--- src/rtl/mips_defines.sv ---
// mips_defines: shared LSU size encodings, FSM states and data width
package mips_defines;
    localparam int MIPS_DATA_WIDTH = 32;
    localparam logic [1:0] MIPS_LSU_SIZE_B = 2'b00;
    localparam logic [1:0] MIPS_LSU_SIZE_H = 2'b01;
    localparam logic [1:0] MIPS_LSU_SIZE_W = 2'b10;
    typedef enum logic [1:0] {LSU_IDLE, LSU_REQ, LSU_WAIT, LSU_DONE} lsu_state_t;
endpackage

--- src/rtl/mips_mem_lsu_align.sv ---
// mips_mem_lsu_align: store lane replication/strobes and load extract/extend (size 11 acts as word)
module mips_mem_lsu_align
    import mips_defines::*;
(
    input  logic [1:0]                 addr_lo,
    input  logic [1:0]                 size,
    input  logic                       usign,
    input  logic                       write,
    input  logic [MIPS_DATA_WIDTH-1:0] wdat,
    input  logic [MIPS_DATA_WIDTH-1:0] rdat,
    output logic [MIPS_DATA_WIDTH-1:0] st_data,
    output logic [MIPS_DATA_WIDTH-1:0] ld_data,
    output logic [3:0]                 st_strb
);
    logic        is_b;
    logic        is_h;
    logic [7:0]  b;
    logic [15:0] h;
    assign is_b = size == MIPS_LSU_SIZE_B;
    assign is_h = size == MIPS_LSU_SIZE_H;
    // pick the addressed byte/half of the read word; half lane uses addr[1] only
    always_comb begin
        b = rdat[{addr_lo, 3'b000} +: 8];
        h = addr_lo[1] ? rdat[31:16] : rdat[15:0];
    end
    assign ld_data = is_b ? {{24{~usign & b[7]}}, b} :
                     is_h ? {{16{~usign & h[15]}}, h} : rdat;
    assign st_data = is_b ? {4{wdat[7:0]}} : is_h ? {2{wdat[15:0]}} : wdat;
    assign st_strb = ~write ? 4'b0000 :
                     is_b ? 4'b0001 << addr_lo :
                     is_h ? (addr_lo[1] ? 4'b1100 : 4'b0011) : 4'b1111;
endmodule

--- src/rtl/mips_mem_lsu.sv ---
// mips_mem_lsu: MEM-stage load/store unit; MIPS_LSU_MISALIGN_EXCP_EN turns misaligned accesses into bus-less flagged completions
module mips_mem_lsu
    import mips_defines::*;
#(
    parameter int DATA_WIDTH = MIPS_DATA_WIDTH,
    parameter int ADDR_WIDTH = 32
) (
    input  logic                  clk,
    input  logic                  rst,
    input  logic                  lsu_req_valid,
    input  logic                  lsu_req_read,
    input  logic                  lsu_req_write,
    input  logic [ADDR_WIDTH-1:0] lsu_req_addr,
    input  logic [DATA_WIDTH-1:0] lsu_req_wdat,
    input  logic [1:0]            lsu_req_size,
    input  logic                  lsu_req_usign,
    output logic                  lsu_stall,
    output logic                  dmem_req_valid,
    input  logic                  dmem_req_ready,
    output logic                  dmem_req_write,
    output logic [ADDR_WIDTH-1:0] dmem_req_addr,
    output logic [DATA_WIDTH-1:0] dmem_req_wdat,
    output logic [3:0]            dmem_req_wstrb,
    input  logic                  dmem_rsp_valid,
    input  logic [DATA_WIDTH-1:0] dmem_rsp_rdat,
    output logic                  lsu_wb_valid,
    output logic [DATA_WIDTH-1:0] lsu_wb_data,
    output logic                  lsu_misalign
);
    lsu_state_t            state;
    lsu_state_t            next;
    logic                  go;
    logic                  write_q;
    logic                  usign_q;
    logic [1:0]            size_q;
    logic [ADDR_WIDTH-1:0] addr_q;
    logic [DATA_WIDTH-1:0] wdat_q;
    logic [DATA_WIDTH-1:0] data_q;
    logic [DATA_WIDTH-1:0] ld_data;
    assign go = lsu_req_valid & (lsu_req_read | lsu_req_write);
`ifdef MIPS_LSU_MISALIGN_EXCP_EN
    logic mis_in;
    logic mis_q;
    assign mis_in = lsu_req_size[1] ? |lsu_req_addr[1:0] : lsu_req_size[0] & lsu_req_addr[0];
    assign lsu_misalign = (state == LSU_DONE) & mis_q;
`else
    assign lsu_misalign = 1'b0;
`endif
    // next-state logic and pipeline stall
    always_comb begin
        next = state;
        lsu_stall = (state == LSU_IDLE & go) | state == LSU_REQ | state == LSU_WAIT;
        case (state)
`ifdef MIPS_LSU_MISALIGN_EXCP_EN
            LSU_IDLE: if (go) next = mis_in ? LSU_DONE : LSU_REQ;
`else
            LSU_IDLE: if (go) next = LSU_REQ;
`endif
            LSU_REQ:  if (dmem_req_ready) next = LSU_WAIT;
            LSU_WAIT: if (dmem_rsp_valid) next = LSU_DONE;
            default:  next = LSU_IDLE;
        endcase
    end
    // state register, request capture and formatted response capture
    always_ff @(posedge clk) begin
        if (rst) begin
            state   <= LSU_IDLE;
            write_q <= 1'b0;
            usign_q <= 1'b0;
            size_q  <= '0;
            addr_q  <= '0;
            wdat_q  <= '0;
            data_q  <= '0;
`ifdef MIPS_LSU_MISALIGN_EXCP_EN
            mis_q   <= 1'b0;
`endif
        end else begin
            state <= next;
            if (state == LSU_IDLE && go) begin
                write_q <= lsu_req_write;
                usign_q <= lsu_req_usign;
                size_q  <= lsu_req_size;
                addr_q  <= lsu_req_addr;
                wdat_q  <= lsu_req_wdat;
                data_q  <= '0;
`ifdef MIPS_LSU_MISALIGN_EXCP_EN
                mis_q   <= mis_in;
`endif
            end
            if (state == LSU_WAIT && dmem_rsp_valid) data_q <= write_q ? '0 : ld_data;
        end
    end
    assign dmem_req_valid = state == LSU_REQ;
    assign dmem_req_write = write_q;
    assign dmem_req_addr  = {addr_q[ADDR_WIDTH-1:2], 2'b00};
    assign lsu_wb_valid   = state == LSU_DONE;
    assign lsu_wb_data    = state == LSU_DONE ? data_q : '0;
    mips_mem_lsu_align u_align (
        .addr_lo (addr_q[1:0]),
        .size    (size_q),
        .usign   (usign_q),
        .write   (write_q),
        .wdat    (wdat_q),
        .rdat    (dmem_rsp_rdat),
        .st_data (dmem_req_wdat),
        .ld_data (ld_data),
        .st_strb (dmem_req_wstrb)
    );
endmodule

--- config.mk ---
export PLATFORM = sky130hd
export DESIGN_NAME = mips_mem_lsu
export DESIGN_NICKNAME = d
export VERILOG_FILES = /design/src/rtl/mips_defines.sv /design/src/rtl/mips_mem_lsu_align.sv /design/src/rtl/mips_mem_lsu.sv
export SDC_FILE = /design/constraint.sdc
export NUM_CORES = 1
export LEC_CHECK = 0
export ABC_AREA = 1
export ABC_CLOCK_PERIOD_IN_PS = 3300
export CAP_MARGIN = 20
export CORE_ASPECT_RATIO = 2
export CORE_MARGIN = 4
export CORE_UTILIZATION = 48
export DETAILED_ROUTE_END_ITERATION = 12
export PLACE_DENSITY = 0.92
export SLEW_MARGIN = 40
export SYNTH_ARGS = -nofsm -noshare
export SYNTH_HDL_FRONTEND = slang
export SYNTH_SLANG_ARGS = --single-unit
--- constraint.sdc ---
create_clock -name clk -period 3.3 [get_ports clk]
set_clock_uncertainty 0.15 [all_clocks]
set_input_delay 0.33 -clock clk [delete_from_list [all_inputs] [get_ports clk]]
set_output_delay 0.33 -clock clk [all_outputs]
set_load 0.02 [all_outputs]
==> impl_summary.log <==
INFO  metric worst-endpoint-required = 2820 ps
INFO  metric floorplan.core_area = approximately 11000 um2
INFO  metric fp.dieArea = 13200 um2
INFO  metric critical-path-top-delay-family = buffers and inverters
INFO  metric insertion_delay = ~350 ps
INFO  metric antenna_cells = 0
INFO  metric number_of_drc_violations_after_detailed_routing = 0
INFO  metric total_leakage_power = 3.15 nW
INFO  metric number_of_max_slew_violations_in_the_final_report = 0
INFO  metric totalPowerFinal = around 4.6 mW
INFO  metric worst_pin_slew = around 770 ps
INFO  metric tritoncts_clock_tree = done
INFO  metric syn-instance-count = 827
INFO  metric crit_arrival = 2440 ps
INFO  metric clk_path_buf_depth = 2
INFO  metric setup_total_negative_slack = 0 ps
INFO  metric final-setup-viol-count = 0
INFO  metric fmaxAchievable = 0.343 GHz
INFO  metric drc_marker_count_from_the_first_detailed_route_iteration = between 300 and 400
INFO  metric initial_utilization = 49.3%
INFO  metric highest-signal-layer = met4
INFO  metric layout_commonest_cell = sky130_fd_sc_hd__nand2_1
INFO  metric synth_cell_type_count = 28
INFO  metric placement_rows = 54
INFO  metric fillerInstances = 921
INFO  metric pin_count = 211
INFO  metric postSynthRegisterBits = 102
INFO  metric post_synth.cell_area_avg = 6.57 um2
INFO  metric vdd.ir_drop.worst = 427 uV
INFO  metric detailroute.wirelength.met2 = a little over 9000 um
INFO  metric ctsHoldBuffers = 0
INFO  metric grt_use_total = 24.6%
INFO  metric worst-path-buf-inv = 2
INFO  metric yosysSeqAreaShare = 37.6%
INFO  metric finalWorstPathRequiredPeriod = between 2000 and 3000 ps
INFO  metric cp_max_fo = 21
INFO  metric tritoncts_num_sinks = between 100 and 150
INFO  metric via_count_of_the_first_global_routing_pass = ~5500
INFO  metric max-slew-margin-rel = between 40% and 50%
INFO  metric powerDensity = 609 nW/um2
INFO  metric routed_wire_length_per_instance = approximately 15 um
INFO  metric end_kind = output port
INFO  metric grt_antenna_before_repair = 0
INFO  metric critical_path_class = reg -> out
INFO  metric count_of_input_and_output_buffers = 207
INFO  metric globalRouteOverflowTotal = 0
INFO  metric status = finished clean
INFO  metric clk_pin_slew = 70 ps
INFO  metric worst_path_largest_cell_delay = 630 ps
INFO  metric timing.critical_path.cells = inv_1, nor2_1, nor2_1, nor2_1, clkdlybuf4s50_1
INFO  metric grt_first_pass_wirelength = 25900 um
INFO  metric grt_start_max_net_pins = 71
INFO  metric final-seq-area = 2040 um2
INFO  metric rsz_0062_raised_after_global_routing = no
INFO  metric floorplan.die.width = 83.2 um
INFO  metric place_hpwl = about 13000 um
INFO  metric num_vias = ~5700
INFO  metric final_hold_viol_count = 0
INFO  metric clock-root-buffer = sky130_fd_sc_hd__clkbuf_16
INFO  metric die_h = 158 um
INFO  metric finish.net_count = about 1100
INFO  metric met3WireLength = 1110 um
INFO  metric post_cts_buffers = 0
INFO  metric number_of_levels_in_the_clock_h_tree = 3
INFO  metric ant_nets = 0
INFO  metric min_period_over_period = 88.4%
INFO  metric area_growth = 38.7%
INFO  metric drive_above_1_share = under 10%
INFO  metric layoutNonFillerInstCount = 1114
INFO  metric gp_routability_congestion = 0.956
INFO  metric path_common_cell = sky130_fd_sc_hd__nor2_1
INFO  metric detailedRoute.firstPassIterationCount = 5
INFO  metric critPathSlowestCell = sky130_fd_sc_hd__clkdlybuf4s50_1
INFO  metric syn-cell-area = between 5000 and 6000 um2
INFO  metric routedLengthMet1 = 5480 um
INFO  metric holdCritPathClass = reg -> reg
INFO  metric yosys_warn_count = 0
INFO  metric critPathLaunchType = register
INFO  metric final_cell_mix = 253 x sky130_fd_sc_hd__nand2_1, 206 x sky130_fd_sc_hd__clkdlybuf4s50_1, 111 x sky130_fd_sc_hd__a21oi_1
INFO  metric finalWirelength = ~17000 um
INFO  metric maxCapViolCount = 0
INFO  metric multi_input_gate_area_in_the_final_layout = around 2500 um2
INFO  metric total_clock_buffers_created_by_cts = 9
INFO  metric detail_route.vias_per_cell = around 5.1
INFO  metric placed_cells_incl_taps = 1098
==> per-layer routing <==
layer | vias to the layer above | global-route usage, %
li1 | 2855 | -
met1 | 2508 | 22.5
met2 | 238 | 47.5
met3 | 67 | 6.73
met4 | 0 | 14.7
met5 | - | 0
==> through the flow <==
step                      hold WS [ps]  instance area [um2]  util, %  worst slack, ps
final                              306                 7540     68.4              384
after global placement             292                 7240     65.7              610
after detailed placement           299                 7240     65.7              524
after CTS                          310                 7540     68.4              137
after global routing               317                 7540     68.4              268
after floorplan                    279                 5440        -             1460
==> final timing paths <==
check | startpoint | endpoint | slack, ps | depth (start not counted)
worst max-delay path | addr_q[1] | dmem_req_wstrb[2] | 380 | 5
worst min-delay path | wdat_q[29] | wdat_q[29] | 310 | 2
worst max register to register | state[0] | wdat_q[24] | 1100 | 7
worst min register to register | wdat_q[29] | wdat_q[29] | 310 | 2
==> sequential cells by signal (all words and copies together) (netlist names) <==
signal,count
addr_q,32
data_q,32
dmem_req_write,1
size_q,2
state,2
usign_q,1
wdat_q,32
==> cells in the mapped netlist, drive strengths merged <==
master / instances / share of area, %
a21oi: 112 / 11
o21a: 4 / 0.55
conb: 1 / 0.069
buf: 66 / 8.5
clkbuf: 24 / 1.7
dfxtp: 102 / 38
nor2: 40 / 3.1
or2: 8 / 0.92
ha: 4 / 0.92
inv: 97 / 6.7
o21ai: 58 / 5.3
o211ai: 8 / 1.1
o221ai: 8 / 1.3
nand3: 37 / 3.6
nand4: 3 / 0.35
nand2: 255 / 18
==> kinds of logic after synthesis <==
kind of cell    count (synthesis)  synth area share, %
simple gates                  343                 25.8
compound gates                190                 18.8
buf+inv                       187                 16.9
flops                         102                 37.6
fa+ha+maj                       4                0.921
other cells                     1               0.0690
==> cell type report <==
| cell class | instances | share of cell area, % |
|---|---|---|
| multi-input cells | 540 | 33.0 |
| repair buffers | 219 | 28.8 |
| flip-flops and latches | 102 | 27.1 |
| inverters | 97 | 4.86 |
| clock buffers | 9 | 2.99 |
| well taps | 140 | 2.32 |
| clock inverters | 7 | 0.946 |
==> tightest hold or removal path: stages, from the launching register on <==
cell	delay [ps]
sky130_fd_sc_hd__dfxtp_1	300
sky130_fd_sc_hd__inv_1	60
sky130_fd_sc_hd__a21oi_1	50
==> power by group <==
part           total [mW]  switching (mW)  internal (mW)
Clock                1.04           0.509          0.530
Combinational        1.99            1.19          0.797
Sequential           1.56           0.129           1.43
==> timing repair <==
item / 4_1_cts / 5_1_grt
resized for setup: 0 / 1
endpoints found under the hold margin: 0 / 0
setup endpoints to repair: 0 / 1
No activity file was read; power rests on OpenSTA's default activity.
